<file path="config.mk">
export PLATFORM = sky130hd
export DESIGN_NAME = demux4_stream
export DESIGN_NICKNAME = d
export VERILOG_FILES = /design/src/rtl/demux4_stream.sv
export SDC_FILE = /design/constraint.sdc
export NUM_CORES = 1
export LEC_CHECK = 0
export ABC_CLOCK_PERIOD_IN_PS = 2700
export CAP_MARGIN = 20
export CORE_UTILIZATION = 30
export CTS_CLUSTER_DIAMETER = 40
export DETAILED_ROUTE_END_ITERATION = 10
export PLACE_DENSITY = 0.53
export RECOVER_POWER = 25
export SYNTH_ARGS = -nofsm -noshare
export SYNTH_HDL_FRONTEND = slang
export SYNTH_SLANG_ARGS = --single-unit
</file>
<file path="constraint.sdc">
create_clock -name clk -period 2.7 [get_ports clk]
set_input_delay 0.54 -clock clk [delete_from_list [all_inputs] [get_ports clk]]
set_output_delay 0.54 -clock clk [all_outputs]
set_load 0.01 [all_outputs]
</file>
<file path="src/rtl/demux4_stream.sv">
// demux4_stream: registered 1-to-4 stream demultiplexer.
// One upstream producer feeds four independent consumers. Each channel has a
// one-entry holding register, so a stalled consumer blocks only its own channel.
// A per-channel transfer counter records completed drain handshakes.
//
// Handshake rule on every port: a word moves on a rising clock edge exactly
// when valid and ready are both high on that edge. A producer holding valid
// high must keep its payload (and in_address) stable until it sees ready.
module demux4_stream #(
    parameter int WIDTH = 32,
    parameter int CW    = 8
) (
    input  logic               clk,
    input  logic               reset_n,
    input  logic               flush,
    input  logic               in_valid,
    output logic               in_ready,
    input  logic [1:0]         in_address,
    input  logic [WIDTH-1:0]   in_data,
    output logic [3:0]         out_valid,
    input  logic [3:0]         out_ready,
    output logic [4*WIDTH-1:0] out_data,
    output logic [4*CW-1:0]    xfer_count
);

    logic [3:0]       valid_q;
    logic [3:0]       valid_d;
    logic [WIDTH-1:0] data_q [4];
    logic [WIDTH-1:0] data_d [4];
    logic [CW-1:0]    cnt_q  [4];
    logic [CW-1:0]    cnt_d  [4];

    logic       accept;
    logic [3:0] drain;

    // The addressed channel can take a word if it is empty or emptying now.
    always_comb begin
        in_ready = reset_n & ~flush & (~valid_q[in_address] | out_ready[in_address]);
        accept   = in_valid & in_ready;
        drain    = valid_q & out_ready;
    end

    // Next-state for channel buffers and counters; a load wins over a drain.
    always_comb begin
        for (int i = 0; i < 4; i++) begin
            valid_d[i] = valid_q[i] & ~drain[i];
            data_d[i]  = data_q[i];
            cnt_d[i]   = cnt_q[i] + CW'(drain[i]);
            if (accept && (in_address == 2'(i))) begin
                valid_d[i] = 1'b1;
                data_d[i]  = in_data;
            end
            // Flush empties every buffer but leaves data and counters alone.
            if (flush) begin
                valid_d[i] = 1'b0;
            end
        end
    end

    // Channel state registers; reset discards every buffered word.
    always_ff @(posedge clk or negedge reset_n) begin
        if (!reset_n) begin
            valid_q <= 4'b0000;
            for (int i = 0; i < 4; i++) begin
                data_q[i] <= '0;
                cnt_q[i]  <= '0;
            end
        end else begin
            valid_q <= valid_d;
            for (int i = 0; i < 4; i++) begin
                data_q[i] <= data_d[i];
                cnt_q[i]  <= cnt_d[i];
            end
        end
    end

    // Outputs come straight from registers; nothing combinational from in_data.
    always_comb begin
        out_valid = valid_q;
        for (int i = 0; i < 4; i++) begin
            out_data[i*WIDTH +: WIDTH] = data_q[i];
            xfer_count[i*CW +: CW]     = cnt_q[i];
        end
    end

endmodule

</file>
==> run_results.csv, run 1 <==
group,metric,value,unit
worst_setup_path,end_kind,"output port",
clock_network,cts_root_buf,"clkbuf_16",
hold_path,hp-class,"reg2reg",
floorplanning,io_pins,207,
sta,min_period,2580,ps
worst_setup_path,r2r-start,"out_valid[2]",
drt,drc,0,
clock_network,numCtsBuffers,17,
place,gp_congestion,0.789,
drt,drtPass1Iterations,4,
run,drv_cap,1,
grt,grt_max_degree,80,
worst_setup_path,crit_path_start_kind,"input port",
sta,period_share,0.956,
drt,vias,4036,
yosys,yosys.area_share.simple,0.0496,
worst_setup_path,cp-startpoint,"out_ready[0]",
floorplanning,start_util,0.306,
place,numPortBuffers,206,
floorplanning,die_area,0.0221,sq mm
floorplanning,die_h,149,microns
drt,first_iter_violations,85,
worst_setup_path,cp-endpoint,"in_ready",
yosys,synth_nets,442,
worst_setup_path,cp_common_cell,"clkdlybuf4s50_1",
final_layout,drive_gt1_frac,0.275,
worst_setup_path,path_buf_inv,2,
clock_network,hold_buffers,0,
pwr,power,7.43,mW
pwr,peakVddDrop,0.000411,V
sta,relSlewSlack,-0.117,
worst_setup_path,r2r.worst_path.cells,4,
worst_setup_path,crit_slowest_cell,"clkdlybuf4s50_1",
grt,grt_use_total,0.152,
sta,hold_viol_final,0,
worst_setup_path,critPathTopFamily,"buffers and inverters",
sta,rsz0062_at_grt,"no",
worst_setup_path,worst_r2r_endpoint,"out_data[79]",
drt,wl,15800,microns
yosys,ys_ff_latch,164,
clock_network,cts_resized,0,
yosys,avgSynthCellArea,16.5,sq um
sta,slew_violations,32,
floorplanning,core_region_area,0.0211,sq mm
sta,fin_skew,8.95,ps
worst_setup_path,cp.depth,5,
worst_setup_path,cp_data_arrival_time,2040,ps
final_layout,syn_to_final_growth,46.4,%
worst_setup_path,criticalPathCategory,"in2out",
yosys,synth_mux_area_frac,0.242,
yosys,syn_inst,392,
clock_network,clock_path_buffers,2,
worst_setup_path,crit_path_cell_trace,"clkdlybuf4s50_1, nand2b_1, o311ai_0, a21oi_1, clkdlybuf4s50_1",
yosys,synth_cell_types,29,
final_layout,fin_nets,667,
clock_network,post_cts_buffers,0,
final_layout,nFillCells,1901,
drt,avgViaCountPerCell,4.46,
grt,overflow,0,
worst_setup_path,cp_slowest_stage_delay,490,ps
final_layout,insertedDiodeCount,0,
outcome,outcome,"complete, but fails checks",
yosys,synth_compound_area_frac,0.00678,
yosys,netlist_area,0.00646,sq mm
yosys,yosys_warnings,0,
grt,grt_pass1_wl,25300,microns
drt,detail-route-antenna-nets,0,
clock_network,cts_sinks,164,
sta,timing.hold.ws,468,ps
outcome,failed_checks,"capacitance limit, slew limit",
yosys,synth_top_family_by_area,"multiplexers",
sta,setup_tns,0,ps
yosys,synth_xor_area_frac,0.0325,
pwr,power_density,785,mW/mm^2
grt,antenna_found_initial,0,
worst_setup_path,required,2160,ps
floorplanning,die_width,149,microns
clock_network,insertion_delay,420,ps
yosys,synthAdderAreaFrac,0.0155,
sta,fmax,387,MHz
pwr,p_leak,4.20,nW
floorplanning,fp-row-count,53,
sta,setup_viol,0,
clock_network,clk_pin_slew,60,ps
clock_network,htree_levels,4,
sta,tightestPinTransition,1680,ps
clock_network,cts_tree,"yes",
worst_setup_path,crit_fanout,3,
place,dp_hpwl,10900,microns
worst_setup_path,r2r_slack,1000,ps
grt,grt_pass1_vias,4415,
yosys,ys_seq_area_frac,0.635,
drt,wl_per_cell,17.5,microns
how the worst min path moves through the flow:
| stage | startpoint | endpoint | slack [ps] | depth (start not counted) |
|---|---|---|---|---|
| finish | xfer_count[7] | xfer_count[7] | 470 | 1 |
| global route | xfer_count[31] | xfer_count[31] | 490 | 1 |
| CTS | reset_n | xfer_count[12] | 170 | 2 |
| detailed placement | xfer_count[31] | xfer_count[31] | 470 | 1 |
| global placement | xfer_count[31] | xfer_count[31] | 460 | 1 |
| floorplan | reset_n | out_data[0] | 240 | 0 |
state kept, by name, indices dropped and copies added (netlist names):
signal	flops
out_valid	4
out_data	128
xfer_count	32
per-layer routing:
layer	GRT usage	wire (microns)	up-vias
li1	-	-	1837
met1	0.186	6720	2054
met2	0.251	7820	129
met3	0.0472	1040	16
met4	0.0557	239	0
met5	0	0	-
where the power goes:
part	internal [mW]	switching, mW	total [mW]
logic	1.25	0.698	1.95
clock network	1.23	1.04	2.27
registers	2.94	0.270	3.21
cells in the final DEF (no fill, tap or decap), types with 2 or more instances in the layout:
master             n
nand2_1            3
inv_6              5
xnor2_1           17
clkbuf_1           3
o21ba_2            2
and3_1             6
nor2_1             2
dfrtp_1          164
nand2b_1           3
mux2_1             5
mux2_2            94
ha_1               8
nor4b_4            2
buf_12             5
mux2_4            29
clkinvlp_4         2
and2_1             2
a21oi_1            3
clkdlybuf4s50_1  205
clkbuf_16         17
and2_0             3
clkinv_4           5
nand3_1           18
nor2b_1            2
xor2_1             7
buf_4              7
metrics by stage:
step	setup slack, ps	util	area [sq um]	instances
floorplan	755	-	6460	392
global placement	70.5	0.422	8890	872
detailed placement	105	0.422	8890	872
CTS	95.8	0.448	9450	904
global route	22.1	0.448	9460	905
finish	119	0.448	9460	905
layout make-up:
cell class,count,area [sq um],share of cell area
clock inverter,13,114,0.0120
timing repair buffer,220,2220,0.234
clock buffer,19,443,0.0468
sequential,164,4100,0.434
multi-input combinational,214,2230,0.236
tap,275,344,0.0364
cell families after synthesis:
| logic type | Yosys count |
|---|---|
| DFF | 164 |
| muxes | 129 |
| and+or+nand+nor | 47 |
| xor gates and xnor gates | 24 |
| buffers and inverters | 14 |
| adders and majority gates | 8 |
| AOI/OAI and AO/OA | 6 |
Yosys cell counts:
master	n	area (sq um)
dfrtp_1	164	4100
mux2_2	94	1060
mux2_4	29	435
nand3_1	18	90.1
xnor2_1	17	149
buf_2	9	45.0
ha_1	8	100
xor2_1	7	61.3
and3_1	6	37.5
and2_1	5	31.3
mux2_1	5	56.3
a21oi_1	3	15.0
buf_12	3	60.1
nand2_1	3	11.3
nand2b_1	3	18.8
nor2_1	2	7.51
nor2b_1	2	12.5
nor4b_4	2	47.6
o21ba_2	2	20.0
and2b_1	1	7.51
buf_6	1	11.3
clkbuf_1	1	3.75
mux2i_1	1	10.0
nand3b_4	1	20.0
nand4_1	1	6.26
nand4bb_1	1	11.3
nor3_1	1	5.00
o311ai_0	1	8.76
or4b_4	1	13.8
No activity file was read; power rests on OpenSTA's default activity.
==> run 2: changes to the inputs <==
SLEW_MARGIN = 20   (was default)
==> run 2 against run 1 <==
  * Critical path depth unchanged
  * Fmax grew 0.19%
  * First-iteration DRC count decreased by 9.4%
  * Total power about the same
  * Clock power is essentially flat
  * Non-clock buffer count down 1
  * Clock-buffer cell count unchanged
  * Clock skew is essentially flat
  * Highest routed layer unchanged
  * The run still ends with capacitance limit, slew limit left
  * Combinational power is essentially flat
  * Critical path type unchanged
  * Global-route usage stayed put
  * Cell count decreased by 0.11%
  * Worst setup slack improved by 4.9 ps
==> run_results.csv, run 2 (same netlist as run 1, synthesis figures left out) <==
group,metric,value,unit
outcome,outcome,"complete, but fails checks",
outcome,failed_checks,"capacitance limit, slew limit",
grt,grt_use_total,0.152,
worst_setup_path,r2r_slack,1000,ps
grt,grtUsageMet3,0.0472,
sta,setup_tns,0,ps
worst_setup_path,required,2160,ps
sta,hold_viol_final,0,
clock_network,clock_path_buffers,2,
drt,first_iter_violations,77,
final_layout,largest_reg_flops,128,
clock_network,clk_pin_slew,60,ps
worst_setup_path,crit_fanout,4,
worst_setup_path,cp_data_arrival_time,2040,ps
worst_setup_path,path_buf_inv,2,
worst_setup_path,r2r-start,"out_valid[2]",
final_layout,insertedDiodeCount,0,
clock_network,cts_sinks,164,
place,gp_congestion,0.789,
sta,rsz0062_at_grt,"no",
sta,slew_violations,32,
drt,drc,0,
sta,setup_viol,0,
grt,grt_pass1_vias,4415,
grt,grt_max_degree,80,
final_layout,fin_nets,666,
drt,detail-route-antenna-nets,0,
floorplanning,fp-row-count,53,
sta,period_share,0.954,
clock_network,post_cts_buffers,0,
worst_setup_path,cp.depth,5,
worst_setup_path,cp-startpoint,"in_address[0]",
sta,tightestPinTransition,1710,ps
worst_setup_path,crit_slowest_cell,"clkdlybuf4s50_1",
place,dp_hpwl,10900,microns
clock_network,cts_tree,"yes",
sta,relSlewSlack,-0.139,
grt,antenna_found_initial,0,
worst_setup_path,crit_path_cell_trace,"clkdlybuf4s50_1, nand4bb_1, o311ai_0, a21oi_1, clkdlybuf4s50_1",
worst_setup_path,critPathTopFamily,"buffers and inverters",
final_layout,final_cell_mix,"clkdlybuf4s50_1, dfrtp_1, mux2_2, mux2_4, nand3_1",
run,drv_cap,1,
drt,wl,15800,microns
floorplanning,start_util,0.306,
final_layout,drive_gt1_frac,0.275,
grt,grt_pass1_wl,25300,microns
worst_setup_path,worst_r2r_endpoint,"out_data[79]",
clock_network,cts_root_buf,"clkbuf_16",
clock_network,hold_buffers,0,
sta,min_period,2580,ps
clock_network,cts_resized,0,
final_layout,final_common_cell,"clkdlybuf4s50_1",
pwr,p_leak,4.19,nW
sta,timing.hold.ws,468,ps
clock_network,numCtsBuffers,17,
place,numPortBuffers,206,
floorplanning,die_width,149,microns
worst_setup_path,end_kind,"output port",
sta,fmax,388,MHz
worst_setup_path,crit_path_start_kind,"input port",
pwr,peakVddDrop,0.000411,V
floorplanning,die_area,0.0221,sq mm
hold_path,hp-class,"reg2reg",
drt,drtPass1Iterations,4,
grt,top_usage_layer,"met2",
floorplanning,io_pins,207,
grt,met2_usage,0.251,
worst_setup_path,r2r.worst_path.cells,4,
worst_setup_path,cp_slowest_stage_delay,550,ps
drt,vias,4034,
final_layout,syn_to_final_growth,46.3,%
pwr,power_density,786,mW/mm^2
sta,fin_skew,8.96,ps
grt,overflow,0,
floorplanning,die_h,149,microns
grt,use_met1,0.186,
worst_setup_path,cp-endpoint,"in_ready",
worst_setup_path,criticalPathCategory,"in2out",
clock_network,htree_levels,4,
floorplanning,core_region_area,0.0211,sq mm
drt,wl_per_cell,17.5,microns
clock_network,insertion_delay,420,ps
drt,avgViaCountPerCell,4.46,
worst_setup_path,cp_common_cell,"clkdlybuf4s50_1",
-- run 2: how the worst min path moves through the flow --
stage	slack [ps]	cells past startpoint	to	startpoint
2_1_floorplan	240	0	out_data[0]	reset_n
3_3_place_gp	460	1	xfer_count[31]	xfer_count[31]
3_5_place_dp	470	1	xfer_count[31]	xfer_count[31]
4_1_cts	170	2	xfer_count[12]	reset_n
5_1_grt	490	1	xfer_count[31]	xfer_count[31]
6_report	470	1	xfer_count[7]	xfer_count[7]
-- run 2: final cells by class --
class / count / area, sq um
sequential: 164 / 4100
timing repair buffer: 219 / 2210
tap: 275 / 344
multi-input combinational: 214 / 2230
fill: 1900 / 11600
clock buffer: 19 / 443
clock inverter: 13 / 114
-- run 2: stage by stage --
stage          utilization  area (sq um)  setup WS (ps)  power [mW]  cells
2_1_floorplan            -          6460            755        3.94    392
3_3_place_gp         0.422          8890           70.5        5.19    872
3_5_place_dp         0.422          8890            105        5.23    872
4_1_cts              0.448          9450           95.8        7.57    904
5_1_grt              0.448          9450           22.1        7.82    904
6_report             0.448          9450            124        7.42    904
-- run 2: routing by layer --
metal / wire length (microns) / part of all wire
met2: 7810 / 0.49
met3: 1040 / 0.066
met5: 0 / 0
met4: 239 / 0.015
met1: 6730 / 0.43
-- run 2: power breakdown --
part	switching (mW)	total, mW	internal, mW	leakage (nW)
sequential	0.270	3.21	2.94	2.07
combinational	0.697	1.95	1.25	1.86
clock	1.04	2.27	1.23	0.267
total	2.00	7.42	5.42	4.19
-- run 2: worst reg2reg max path, delay by kind of cell, from the launching register on --
kind	cells	cell delay (ps)
multiplexers	1	400
AND/OR/NAND/NOR	2	490
flip-flops	1	420
buffers and inverters	1	280
